**src/rtl/cdr_lock_ctrl.sv**
```systemverilog
// Link-training sequencer for a CDR: resets the CDR, waits for lock, qualifies
// lock stability and data activity, then holds link-up and retrains on loss.
module cdr_lock_ctrl #(
  parameter int RST_CYCLES    = 8,
  parameter int LOCK_TIMEOUT  = 1024,
  parameter int STABLE_CYCLES = 64,
  parameter int NO_EDGE_LIMIT = 32,
  parameter int MAX_RETRY     = 3,
  parameter int CNT_W         = 16
) (
  input  logic       clk,
  input  logic       rst_n,
  input  logic       enable,
  input  logic       data_in,
  input  logic       cdr_lock,
  output logic       cdr_rst_n,
  output logic       link_up,
  output logic       fail,
  output logic [2:0] state,
  output logic [3:0] retry_cnt,
  output logic [7:0] loss_cnt
);

  typedef enum logic [2:0] {
    ST_IDLE      = 3'd0,
    ST_RESET     = 3'd1,
    ST_WAIT_LOCK = 3'd2,
    ST_VERIFY    = 3'd3,
    ST_LOCKED    = 3'd4,
    ST_FAIL      = 3'd5
  } state_t;

  localparam logic [CNT_W-1:0] RST_LAST    = CNT_W'(RST_CYCLES - 1);
  localparam logic [CNT_W-1:0] LOCK_LAST   = CNT_W'(LOCK_TIMEOUT - 1);
  localparam logic [CNT_W-1:0] STABLE_LAST = CNT_W'(STABLE_CYCLES - 1);
  localparam logic [CNT_W-1:0] NOEDGE_LAST = CNT_W'(NO_EDGE_LIMIT - 1);
  localparam logic [3:0]       RETRY_MAX   = 4'(MAX_RETRY);

  // Synchronisers and edge-detect history
  logic r_lock_m;
  logic r_lock_s;
  logic r_d1;
  logic r_d2;
  logic r_d3;

  state_t           r_state;
  logic [CNT_W-1:0] r_timer;
  logic [CNT_W-1:0] r_noedge;
  logic [3:0]       r_retry;
  logic [7:0]       r_loss;
  logic             r_cdr_rst_n;
  logic             r_link_up;
  logic             r_fail;

  logic             w_data_edge;
  logic             w_act_lost;
  logic             w_lock_lost;
  logic             w_attempt_fail;
  state_t           w_state_nxt;
  logic [CNT_W-1:0] w_timer_nxt;
  logic [CNT_W-1:0] w_noedge_nxt;
  logic [3:0]       w_retry_nxt;
  logic [7:0]       w_loss_nxt;

  assign w_data_edge = r_d2 ^ r_d3;
  assign w_act_lost  = (r_noedge == NOEDGE_LAST) && !w_data_edge;
  assign w_lock_lost = !r_lock_s || w_act_lost;

  // Priority: enable low, then loss/failure, then timer completion.
  always_comb begin
    w_state_nxt    = r_state;
    w_timer_nxt    = r_timer;
    w_retry_nxt    = r_retry;
    w_loss_nxt     = r_loss;
    w_attempt_fail = 1'b0;
    if (w_data_edge) begin
      w_noedge_nxt = '0;
    end else if (r_noedge == '1) begin
      w_noedge_nxt = r_noedge;
    end else begin
      w_noedge_nxt = r_noedge + 1'b1;
    end

    if (!enable) begin
      w_state_nxt  = ST_IDLE;
      w_timer_nxt  = '0;
      w_retry_nxt  = '0;
      w_noedge_nxt = '0;
    end else begin
      case (r_state)
        ST_IDLE: begin
          w_state_nxt  = ST_RESET;
          w_timer_nxt  = '0;
          w_retry_nxt  = '0;
          w_noedge_nxt = '0;
        end
        ST_RESET: begin
          if (r_timer == RST_LAST) begin
            w_state_nxt = ST_WAIT_LOCK;
            w_timer_nxt = '0;
          end else begin
            w_timer_nxt = r_timer + 1'b1;
          end
        end
        ST_WAIT_LOCK: begin
          if (r_lock_s) begin
            w_state_nxt  = ST_VERIFY;
            w_timer_nxt  = '0;
            w_noedge_nxt = '0;
          end else if (r_timer == LOCK_LAST) begin
            w_attempt_fail = 1'b1;
          end else begin
            w_timer_nxt = r_timer + 1'b1;
          end
        end
        ST_VERIFY: begin
          if (w_lock_lost) begin
            w_attempt_fail = 1'b1;
          end else if (r_timer == STABLE_LAST) begin
            w_state_nxt = ST_LOCKED;
            w_timer_nxt = '0;
            w_retry_nxt = '0;
          end else begin
            w_timer_nxt = r_timer + 1'b1;
          end
        end
        ST_LOCKED: begin
          if (w_lock_lost) begin
            w_state_nxt = ST_RESET;
            w_timer_nxt = '0;
            w_loss_nxt  = (r_loss == 8'hFF) ? r_loss : r_loss + 8'd1;
          end
        end
        ST_FAIL: begin
          w_state_nxt = ST_FAIL;
        end
        default: begin
          w_state_nxt = ST_IDLE;
          w_timer_nxt = '0;
        end
      endcase

      if (w_attempt_fail) begin
        w_timer_nxt = '0;
        if (r_retry == RETRY_MAX) begin
          w_state_nxt = ST_FAIL;
        end else begin
          w_state_nxt = ST_RESET;
          w_retry_nxt = r_retry + 4'd1;
        end
      end
    end
  end

  // Outputs are decoded from the next state so they line up with r_state.
  always_ff @(posedge clk) begin
    if (!rst_n) begin
      r_lock_m    <= 1'b0;
      r_lock_s    <= 1'b0;
      r_d1        <= 1'b0;
      r_d2        <= 1'b0;
      r_d3        <= 1'b0;
      r_state     <= ST_IDLE;
      r_timer     <= '0;
      r_noedge    <= '0;
      r_retry     <= '0;
      r_loss      <= '0;
      r_cdr_rst_n <= 1'b0;
      r_link_up   <= 1'b0;
      r_fail      <= 1'b0;
    end else begin
      r_lock_m    <= cdr_lock;
      r_lock_s    <= r_lock_m;
      r_d1        <= data_in;
      r_d2        <= r_d1;
      r_d3        <= r_d2;
      r_state     <= w_state_nxt;
      r_timer     <= w_timer_nxt;
      r_noedge    <= w_noedge_nxt;
      r_retry     <= w_retry_nxt;
      r_loss      <= w_loss_nxt;
      r_cdr_rst_n <= (w_state_nxt == ST_WAIT_LOCK) || (w_state_nxt == ST_VERIFY) ||
                     (w_state_nxt == ST_LOCKED);
      r_link_up   <= (w_state_nxt == ST_LOCKED);
      r_fail      <= (w_state_nxt == ST_FAIL);
    end
  end

  assign state     = r_state;
  assign cdr_rst_n = r_cdr_rst_n;
  assign link_up   = r_link_up;
  assign fail      = r_fail;
  assign retry_cnt = r_retry;
  assign loss_cnt  = r_loss;

endmodule

```
**config.mk**
```make
export PLATFORM = sky130hd
export DESIGN_NAME = cdr_lock_ctrl
export DESIGN_NICKNAME = d
export VERILOG_FILES = /design/src/rtl/cdr_lock_ctrl.sv
export SDC_FILE = /design/constraint.sdc
export NUM_CORES = 1
export LEC_CHECK = 0
export CORE_ASPECT_RATIO = 0.7
export CORE_UTILIZATION = 55
export CTS_CLUSTER_DIAMETER = 200
export DETAILED_ROUTE_END_ITERATION = 7
export GPL_TIMING_DRIVEN = 0
export HOLD_SLACK_MARGIN = 0.02
export PLACE_DENSITY = 0.83
export SYNTH_ARGS = -nofsm -noshare
export SYNTH_HDL_FRONTEND = slang
export SYNTH_SLANG_ARGS = --single-unit
```
**constraint.sdc**
```tcl
create_clock -name clk -period 4.9 [get_ports clk]
set_input_delay 0.49 -clock clk [delete_from_list [all_inputs] [get_ports clk]]
set_output_delay 0.49 -clock clk [all_outputs]
set_load 0.01 [all_outputs]
```
==> results.ini <==
[status]
status = complete, no violations

[timing]
setup_viol = 0
worst_slew_pin_slew_ns = 0.729
hold_viol_final = 0
rsz0062_at_grt = no
fmax_ghz = 0.405
finClkSkew_ns = 0.00757
slew_headroom_pct = 51.3
slew_violations = 0
fin_tns_setup_ns = 0
post-route-period-util_pct = 50.4
min_period_ns = 2.47

[cts]
insertion_delay_ns = 0.31
path_clk_slew_ns = 0.09
hold_buffers = 0
cts_tree = yes
htree_levels = 2
cts_buffers = 5
post_cts_resized = 0
cts_sinks = 55
cts_root_buf = clkbuf_8
postCtsSetupBuffers = 0
clk_path_buf_depth = 2

[synth]
ys_ff_latch = 55
synth_top_cell_by_area = dfxtp_1
avgSynthCellArea_um2 = 9.11
synth.net_count = 343
ys_seq_area_share_pct = 36.2
async_reset_ff_share_pct = 0
synth_edf_count = 0
yosysWarnings = 0
synth_cell_types = 58
synth_top_cell_area_share_pct = 36.2
synth_flop_cell = dfxtp_1
synth_area_leaders = dfxtp_1 36%, nor4_4 5.6%, xor2_1 4.3%
syn-instance-count = 334
syn_area_um2 = 3040

[floorplan]
io_pins = 23
start_util_pct = 57.6
coreArea_um2 = 5290
die_h_um = 64.2
fp.dieArea_um2 = 5840
num_rows = 22
die_w_um = 90.9

[routing]
drtIter0Drc = 266
avgViaCountPerCell = 5.97
wl_per_cell_um = 15.0
detail-route-antenna-nets = 0
routed_wl_um = 6520
dr.pass1.iters = 5
vias = 2598
drcViolationCount = 0

[critical_path]
cpMaxStageDelayCell = dfxtp_1
path_class = reg -> reg
path_cells = ha_1, nor4b_2, nand4_1, nor2_2, buf_6, nor2_2, nand2_2, buf_4, nor2_1
timing.rr.start = r_timer[0]
critPathCaptureType = flop
critPathMaxFanout = 10
cp_common_cell = nor2_2
crit_family = simple AND/OR/NAND/NOR gates
cp.required_ns = 5.10
arrival_ns = 2.67
r2r_setup_slack_ns = 2.43
critPathBufInv = 2
start_kind = flop
slowest_delay_ns = 0.43
critPathLaunch = r_timer[0]

[power]
p_sw_uw = 156
seqPwrFrac_pct = 62.1
p_leak_uw = 0.00118
swShare_pct = 21.5
clockPowerShare_pct = 34.4
power_density_nw_per_um2 = 211
pwr-share-comb_pct = 3.6
ir_drop_mv = 0.141
total_power_uw = 727
p_int_uw = 571

[placement]
dp_cells = 428
port_buffers = 22
place_congestion = 0.878
dp_hpwl_um = 4820

[finish]
nets = 372
drive_gt1_share_pct = 12.4
syn2layout_area_growth_pct = 13.1
antennaDiodeCount = 0
final_core_util_pct = 65.1
instances_no_fill = 435

[flow_run]
maxCapViolCount = 0

[global_routing]
grt_usage_pct = 23.6
grt_pass1_vias = 2237
overflow = 0
grt_first_pass_wirelength_um = 11000
grt_start_max_net_pins = 16
grt_antenna_before_repair = 0

[worst_hold_path]
hp-class = reg -> reg
timing.hold.worst.start = r_d1

[flip-flops by register name (all words and copies together), names as in the netlist, 3 cells and up]
signal     cells
retry_cnt      4
r_timer       16
loss_cnt       8
state          3
r_noedge      16
[through the flow]
stage	hold WS (ns)	worst slack [ns]	cell area, um2
floorplan	0.412	2.85	3040
global placement	0.420	2.26	3350
detailed placement	0.425	2.14	3350
CTS	0.448	2.47	3440
global route	0.470	2.19	3440
finish	0.445	2.43	3440
[layout make-up]
cell class,instances,area (um2)
inverters,4,15.0
well taps,72,90.1
repair buffers,22,220
clock buffers,6,82.6
multi-input cells,258,1830
fillers,460,1850
plain buffers,17,97.6
clock inverters,1,5.00
flip-flops and latches,55,1100
[final timing paths]
kind                 to  cells after the start
max          r_timer[1]                      9
min                r_d2                      1
max reg2reg  r_timer[1]                      9
min reg2reg        r_d2                      1
[placed cells by master, fill, tap and decap left out, types with 4 or more instances in the layout]
cell type	instances
dfxtp_1	55
nor2_1	28
nand3_1	25
clkdlybuf4s50_1	22
nand2_1	20
and3_1	16
and2_1	15
xor2_1	15
xnor2_1	14
nor3_1	11
nand4_1	11
nor4_4	8
o21ai_0	8
nor2_2	8
clkbuf_1	7
a21oi_1	6
clkbuf_8	6
buf_2	5
a211oi_1	5
mux2i_1	5
nor4_1	4
inv_1	4
a31oi_1	4
ha_1	4
[cell usage after synthesis, types with 7 or more instances]
master,instances
dfxtp_1,55
nor2_1,28
nand3_1,25
nand2_1,20
and3_1,16
and2_1,15
xor2_1,15
xnor2_1,14
nand4_1,11
nor3_1,11
nor2_2,8
nor4_4,8
o21ai_0,8
clkbuf_1,7
[cell families after synthesis]
| logic type | count (synthesis) | share of synthesized area [%] |
|---|---|---|
| mux | 5 | 1.65 |
| buf+inv | 21 | 3.70 |
| simple gates | 173 | 37.4 |
| compound gates | 47 | 11.0 |
| fa+ha+maj | 4 | 1.65 |
| flops | 55 | 36.2 |
| xor+xnor | 29 | 8.35 |
[layer usage]
layer / part of all wire, % / track usage [%]
met1: 50 / 35.8
met3: 7.2 / 4.64
met4: 0.67 / 4.96
met5: 0 / 0
met2: 42 / 34.5
[power groups by stage]
| stage | sequential, uW | clock, uW | combinational, uW |
|---|---|---|---|
| global route | 452 | 276 | 28.4 |
| CTS | 451 | 257 | 25.7 |
| floorplan | 461 | 0 | 15.8 |
| detailed placement | 462 | 0 | 25.5 |
| global placement | 461 | 0 | 25.0 |
| finish | 451 | 250 | 25.9 |
No activity file was read; power rests on OpenSTA's default activity.
==> patch 1, RTL diff (same flow settings) <==
Set the parameter `CNT_W` to 32 (it was 16).
--- a/src/rtl/cdr_lock_ctrl.sv
+++ b/src/rtl/cdr_lock_ctrl.sv
@@ -6,7 +6,7 @@
   parameter int STABLE_CYCLES = 64,
   parameter int NO_EDGE_LIMIT = 32,
   parameter int MAX_RETRY     = 3,
-  parameter int CNT_W         = 16
+  parameter int CNT_W         = 32
 ) (
   input  logic       clk,
   input  logic       rst_n,
Check against the original RTL: same outputs for any inputs over 10 cycles, from zero or initial values and one cycle with rst_n low; that may be too few to reach the edited logic, so the function may still have changed.
==> patch 1 against the original RTL <==
  * Wire length up 51%
  * Clock skew up 0.0079 ns
  * First-iteration DRC count up 9.0%
  * Sequential cell count up 32
  * Sequential power up 58%
  * Sequential share of layout area up 4.9 points
  * Total power up 74%
  * Final cell count up 46%
  * Worst setup slack worse by 1.0 ns
  * Highest routed layer unchanged
  * Final area up 37%
  * Critical endpoint is now r_timer[24]
  * Critical path depth up 1
  * Synthesized area up 37%
==> patch 1: results (changes against the original RTL) <==
Status - completed
FFs w/ async S/R, synth - 0 (unchanged)
Synth top area cells - dfxtp_1, nor2_1, xnor2_1
Yosys cell types - 50 (-14%)
Power Internal - 0.9654 mW (+69%)
Met1 Usage GRT - 0.3806 (+0.02303)
Worst hold endpoint - r_d2
Total GRT Usage - 0.2523 (+0.01595)
H-tree depth - 3 (+1)
I/O Buffers - 22 (unchanged)
Top Family by Delay on Critical Path - simple AND/OR/NAND/NOR gates
Placed standard-cell area - 0.004509 mm² (+35%)
Worst Hold Launch - r_d1
M3 GR Usage - 0.04848 (+0.002056)
Post-DP HPWL - 7211 µm (+50%)
Hold Crit Class - flop to flop
First-pass iteration count of the detailed router - 6 (+1)
Vias in the first global route - 3194 (+43%)
Leakage - 1.517 nW (+28%)
Met2 Use GR - 0.3660 (+0.02132)
Worst-path fanout max - 10 (unchanged)
Hold slack - 0.4738 ns (+0.02885 ns)
Clk root buf - clkbuf_8
Largest net degree at the start of global routing - 18 (+2)
Synth Net Count - 506 (+48%)
Initial antenna violation count - 0 (unchanged)
Worst hold path depth - 1 (unchanged)
Synth warnings - 0 (unchanged)
R2R Path Start - state[1]
Slowest-stage cell, CP - or4_1
Final net count - 539 (+45%)
Clk_skew - 0.01549 ns (+0.007921 ns)
Slew HR - 0.5089 (-0.004392)
CP max stage delay - 0.58 ns (+0.15 ns)
Post-synth top cells - dfxtp_1, nor2_1, nand2_1
Arr. time, crit path - 3.74 ns (+1.07 ns)
R2R Setup Slk - 1.38 ns (-1.05 ns)
Diode count - 0 (unchanged)
First-pass GRT wire length - 15700 µm (+43%)
Clk buf depth - 2 (unchanged)
CTS Buf Count - 9 (+4)
Layout cells sized above 1 - 0.04673 (-0.07724)
Vias - 3831 (+47%)
R2r endpoint - r_timer[24]
Postcts setup bufs - 0 (unchanged)
Clock slew at reported path FFs - 0.11 ns (+0.02 ns)
Fillers - 621 (+35%)
Initial drt markers - 290 (+9.0%)
Clk_lat worst skew - 0.36 ns (+0.05 ns)
WL/cell - 15.56 µm (+3.8%)
Final GP Congestion - 0.9062 (+3.2%)
R2R cell count - 10 (+1)
Post-CTS sizing - 0 (unchanged)
Worst vdd ir - 0.1599 mV (+13%)
Register area share after synthesis - 0.4180 (+0.05603)
patch 1: power by group through the flow:
stage	clock, mW	sequential [mW]	combinational (mW)
6_report	0.531	0.711	0.0261
5_1_grt	0.566	0.711	0.0286
3_5_place_dp	0	0.727	0.0256
3_3_place_gp	0	0.727	0.0248
2_1_floorplan	0	0.727	0.0152
4_1_cts	0.536	0.711	0.0257
patch 1: worst max-delay path by stage:
| stage | to | startpoint | cells past startpoint |
|---|---|---|---|
| finish | r_timer[24] | state[1] | 10 |
| global route | r_timer[24] | state[1] | 10 |
| CTS | r_timer[24] | state[1] | 10 |
| detailed placement | r_timer[24] | state[1] | 10 |
| global placement | r_timer[28] | state[1] | 10 |
| floorplan | r_timer[18] | r_noedge[14] | 8 |
patch 1: logic make-up after synthesis:
group,count (synthesis),share of synthesized area
AND/OR/NAND/NOR,266,0.3405
flip-flops,87,0.4180
AO/OA/AOI/OAI,63,0.09430
XOR/XNOR,52,0.1093
buffers and inverters,24,0.02342
adder cells (fa/ha/maj),4,0.01201
multiplexers,1,0.002402
patch 1: area by class of cell:
class                           instances  area [µm²]  area share
Multi-Input combinational cell        386        2327      0.4932
Clock inverter                          7       85.08     0.01803
Buffer                                 19       78.83     0.01671
Clock buffer                            9       123.9     0.02625
Inverter                                5       18.77    0.003978
Tap cell                               98       122.6     0.02599
Sequential cell                        87        1742      0.3691
Timing Repair Buffer                   22       220.2     0.04667
patch 1: metrics by stage:
step / worst slack [ns] / util / std cells
after floorplan: 1.982 / - / 497
after global placement: 1.673 / 0.6161 / 617
after detailed placement: 1.541 / 0.6161 / 617
after CTS: 1.511 / 0.6446 / 633
after global routing: 1.202 / 0.6446 / 633
final: 1.381 / 0.6446 / 633
patch 1: worst register-to-register path, stage by stage, from the launching register on:
cell	delay [ns]
dfxtp_1	0.39
clkbuf_1	0.34
nor4b_1	0.50
nand4_1	0.18
or4_1	0.58
o21a_1	0.15
clkbuf_1	0.24
nand2_1	0.21
a21o_1	0.19
clkbuf_1	0.47
nor2_1	0.14
patch 1: per-layer routing:
layer	wire length, µm	up-vias
met5	0	-
met2	4093	136
li1	-	1851
met3	552	10
met1	5123	1834
met4	78	0
==> patch 2, RTL diff (config.mk and constraints unchanged) <==
Without the edit above. Register the output `loss_cnt` once more; this adds one clock of latency there. The other outputs are not delayed to match.
--- a/src/rtl/cdr_lock_ctrl.sv
+++ b/src/rtl/cdr_lock_ctrl.sv
@@ -191,7 +191,9 @@
   assign link_up   = r_link_up;
   assign fail      = r_fail;
   assign retry_cnt = r_retry;
-  assign loss_cnt  = r_loss;
+  always_ff @(posedge clk) begin
+    loss_cnt <= r_loss;
+  end
 
 endmodule
 
Formal check against the unedited RTL: no difference found for any inputs over 10 cycles, from zero or initial values and one cycle with rst_n low; that may be too few to reach the edited logic, so the function may still have changed.
==> patch 2 against the original RTL <==
  * Wire length down 5.2%
  * Worst setup slack lost 0.56 ns
  * Total power increased by 34%
  * Synthesized area fell by 5.3%
  * Sequential share of layout area up 5.4 points
  * Global-route usage grew 1.2 points
  * Core utilization rose by 3.5 points
  * Final area is 2.0% lower
  * Non-clock buffer count decreased by 8
  * Sequential cell count increased by 8
  * Combinational power increased by 2%
  * Critical endpoint is now r_timer[13]
  * Highest routed layer unchanged
==> patch 2: results (changes against the original RTL) <==
Worst Hold Launch - r_loss[7]
Reg power frac - 0.532 (-0.089)
Sw Ratio - 0.2116 (-0.003306)
M3 GR Usage - 0.08851 (+0.04208)
Layout cells sized above 1 - 0.07182 (-0.05214)
WL final - 6182 µm (-5.2%)
Register area share after synthesis - 0.4379 (+0.07589)
WL/cell - 14.34 µm (-4.3%)
Clk_skew - 0.004866 ns (-0.002703 ns)
Largest net degree at the start of global routing - 11 (-5)
Slowest-stage cell, CP - nor4bb_1
Vias in the first global route - 2308 (+3.2%)
Initial drt markers - 263 (-1.1%)
CP max stage delay - 0.56 ns (+0.13 ns)
First-pass GRT wire length - 10680 µm (-3.1%)
Synth Net Count - 335 (-2.3%)
Routed met2 length - 2533 µm (-6.6%)
Arr. time, crit path - 3.24 ns (+0.57 ns)
Met2 Use GR - 0.3490 (+0.004341)
Setup WS post-layout - 1.872 ns (-0.5585 ns)
R2R cell count - 7 (-2)
Final GP Congestion - 0.8997 (+2.4%)
Register area - 0.001261 mm² (+15%)
Synth top area cells - dfxtp_1, nand3_1, xor2_1
Yosys cell types - 52 (-10%)
Post-synth top cells - dfxtp_1, nor2_1, nand3_1
Slew HR - 0.5262 (+0.01299)
Critical path endpoint - r_timer[13]
Met1 Usage GRT - 0.3598 (+0.002150)
Total GRT Usage - 0.2485 (+0.01211)
Leakage - 1.142 nW (-3.6%)
Status - completed
CTS Buf Count - 9 (+4)
Clk_lat worst skew - 0.34 ns (+0.03 ns)
Detail-routed via count per cell - 5.970 (about the same)
Hold slack - 0.3883 ns (-0.05672 ns)
Post-Syn Instances - 326 (-2.4%)
Fillers - 399 (-13%)
H-tree depth - 3 (+1)
Overall Power - 0.9713 mW (+34%)
Post-DP HPWL - 4450 µm (-7.6%)
Worst hold path depth - 0 (-1)
Length of routed wiring on met1 - 3059 µm (-7.1%)
Clock slew at reported path FFs - 0.06 ns (-0.03 ns)
## patch 2: cell types whose count changed after synthesis, sizes merged, moves of 4 or more
cell	unedited run	this run
a211oi	5	1
a21oi	6	17
and3	16	4
buf	9	5
clkbuf	8	4
dfxtp	55	63
mux2i	5	0
nor2	36	32
o21ai	10	15
xnor2	14	9
## patch 2: final cells by class
class | count | share of cell area
inverters | 5 | 0.005566
well taps | 69 | 0.02560
clock inverters | 4 | 0.01410
multi-input cells | 249 | 0.4627
flip-flops and latches | 63 | 0.3740
clock buffers | 10 | 0.04082
repair buffers | 22 | 0.06531
plain buffers | 9 | 0.01187
## patch 2: cells by family (layout without fill, tap and decap cells)
kind of cell / after synthesis / after routing / synth area share
buffers and inverters: 14 / 50 / 0.02041
and+or+nand+nor: 163 / 163 / 0.3206
xor gates and xnor gates: 24 / 24 / 0.07298
AOI/OAI and AO/OA: 58 / 58 / 0.1308
adders and majority gates: 4 / 4 / 0.01738
DFF: 63 / 63 / 0.4379
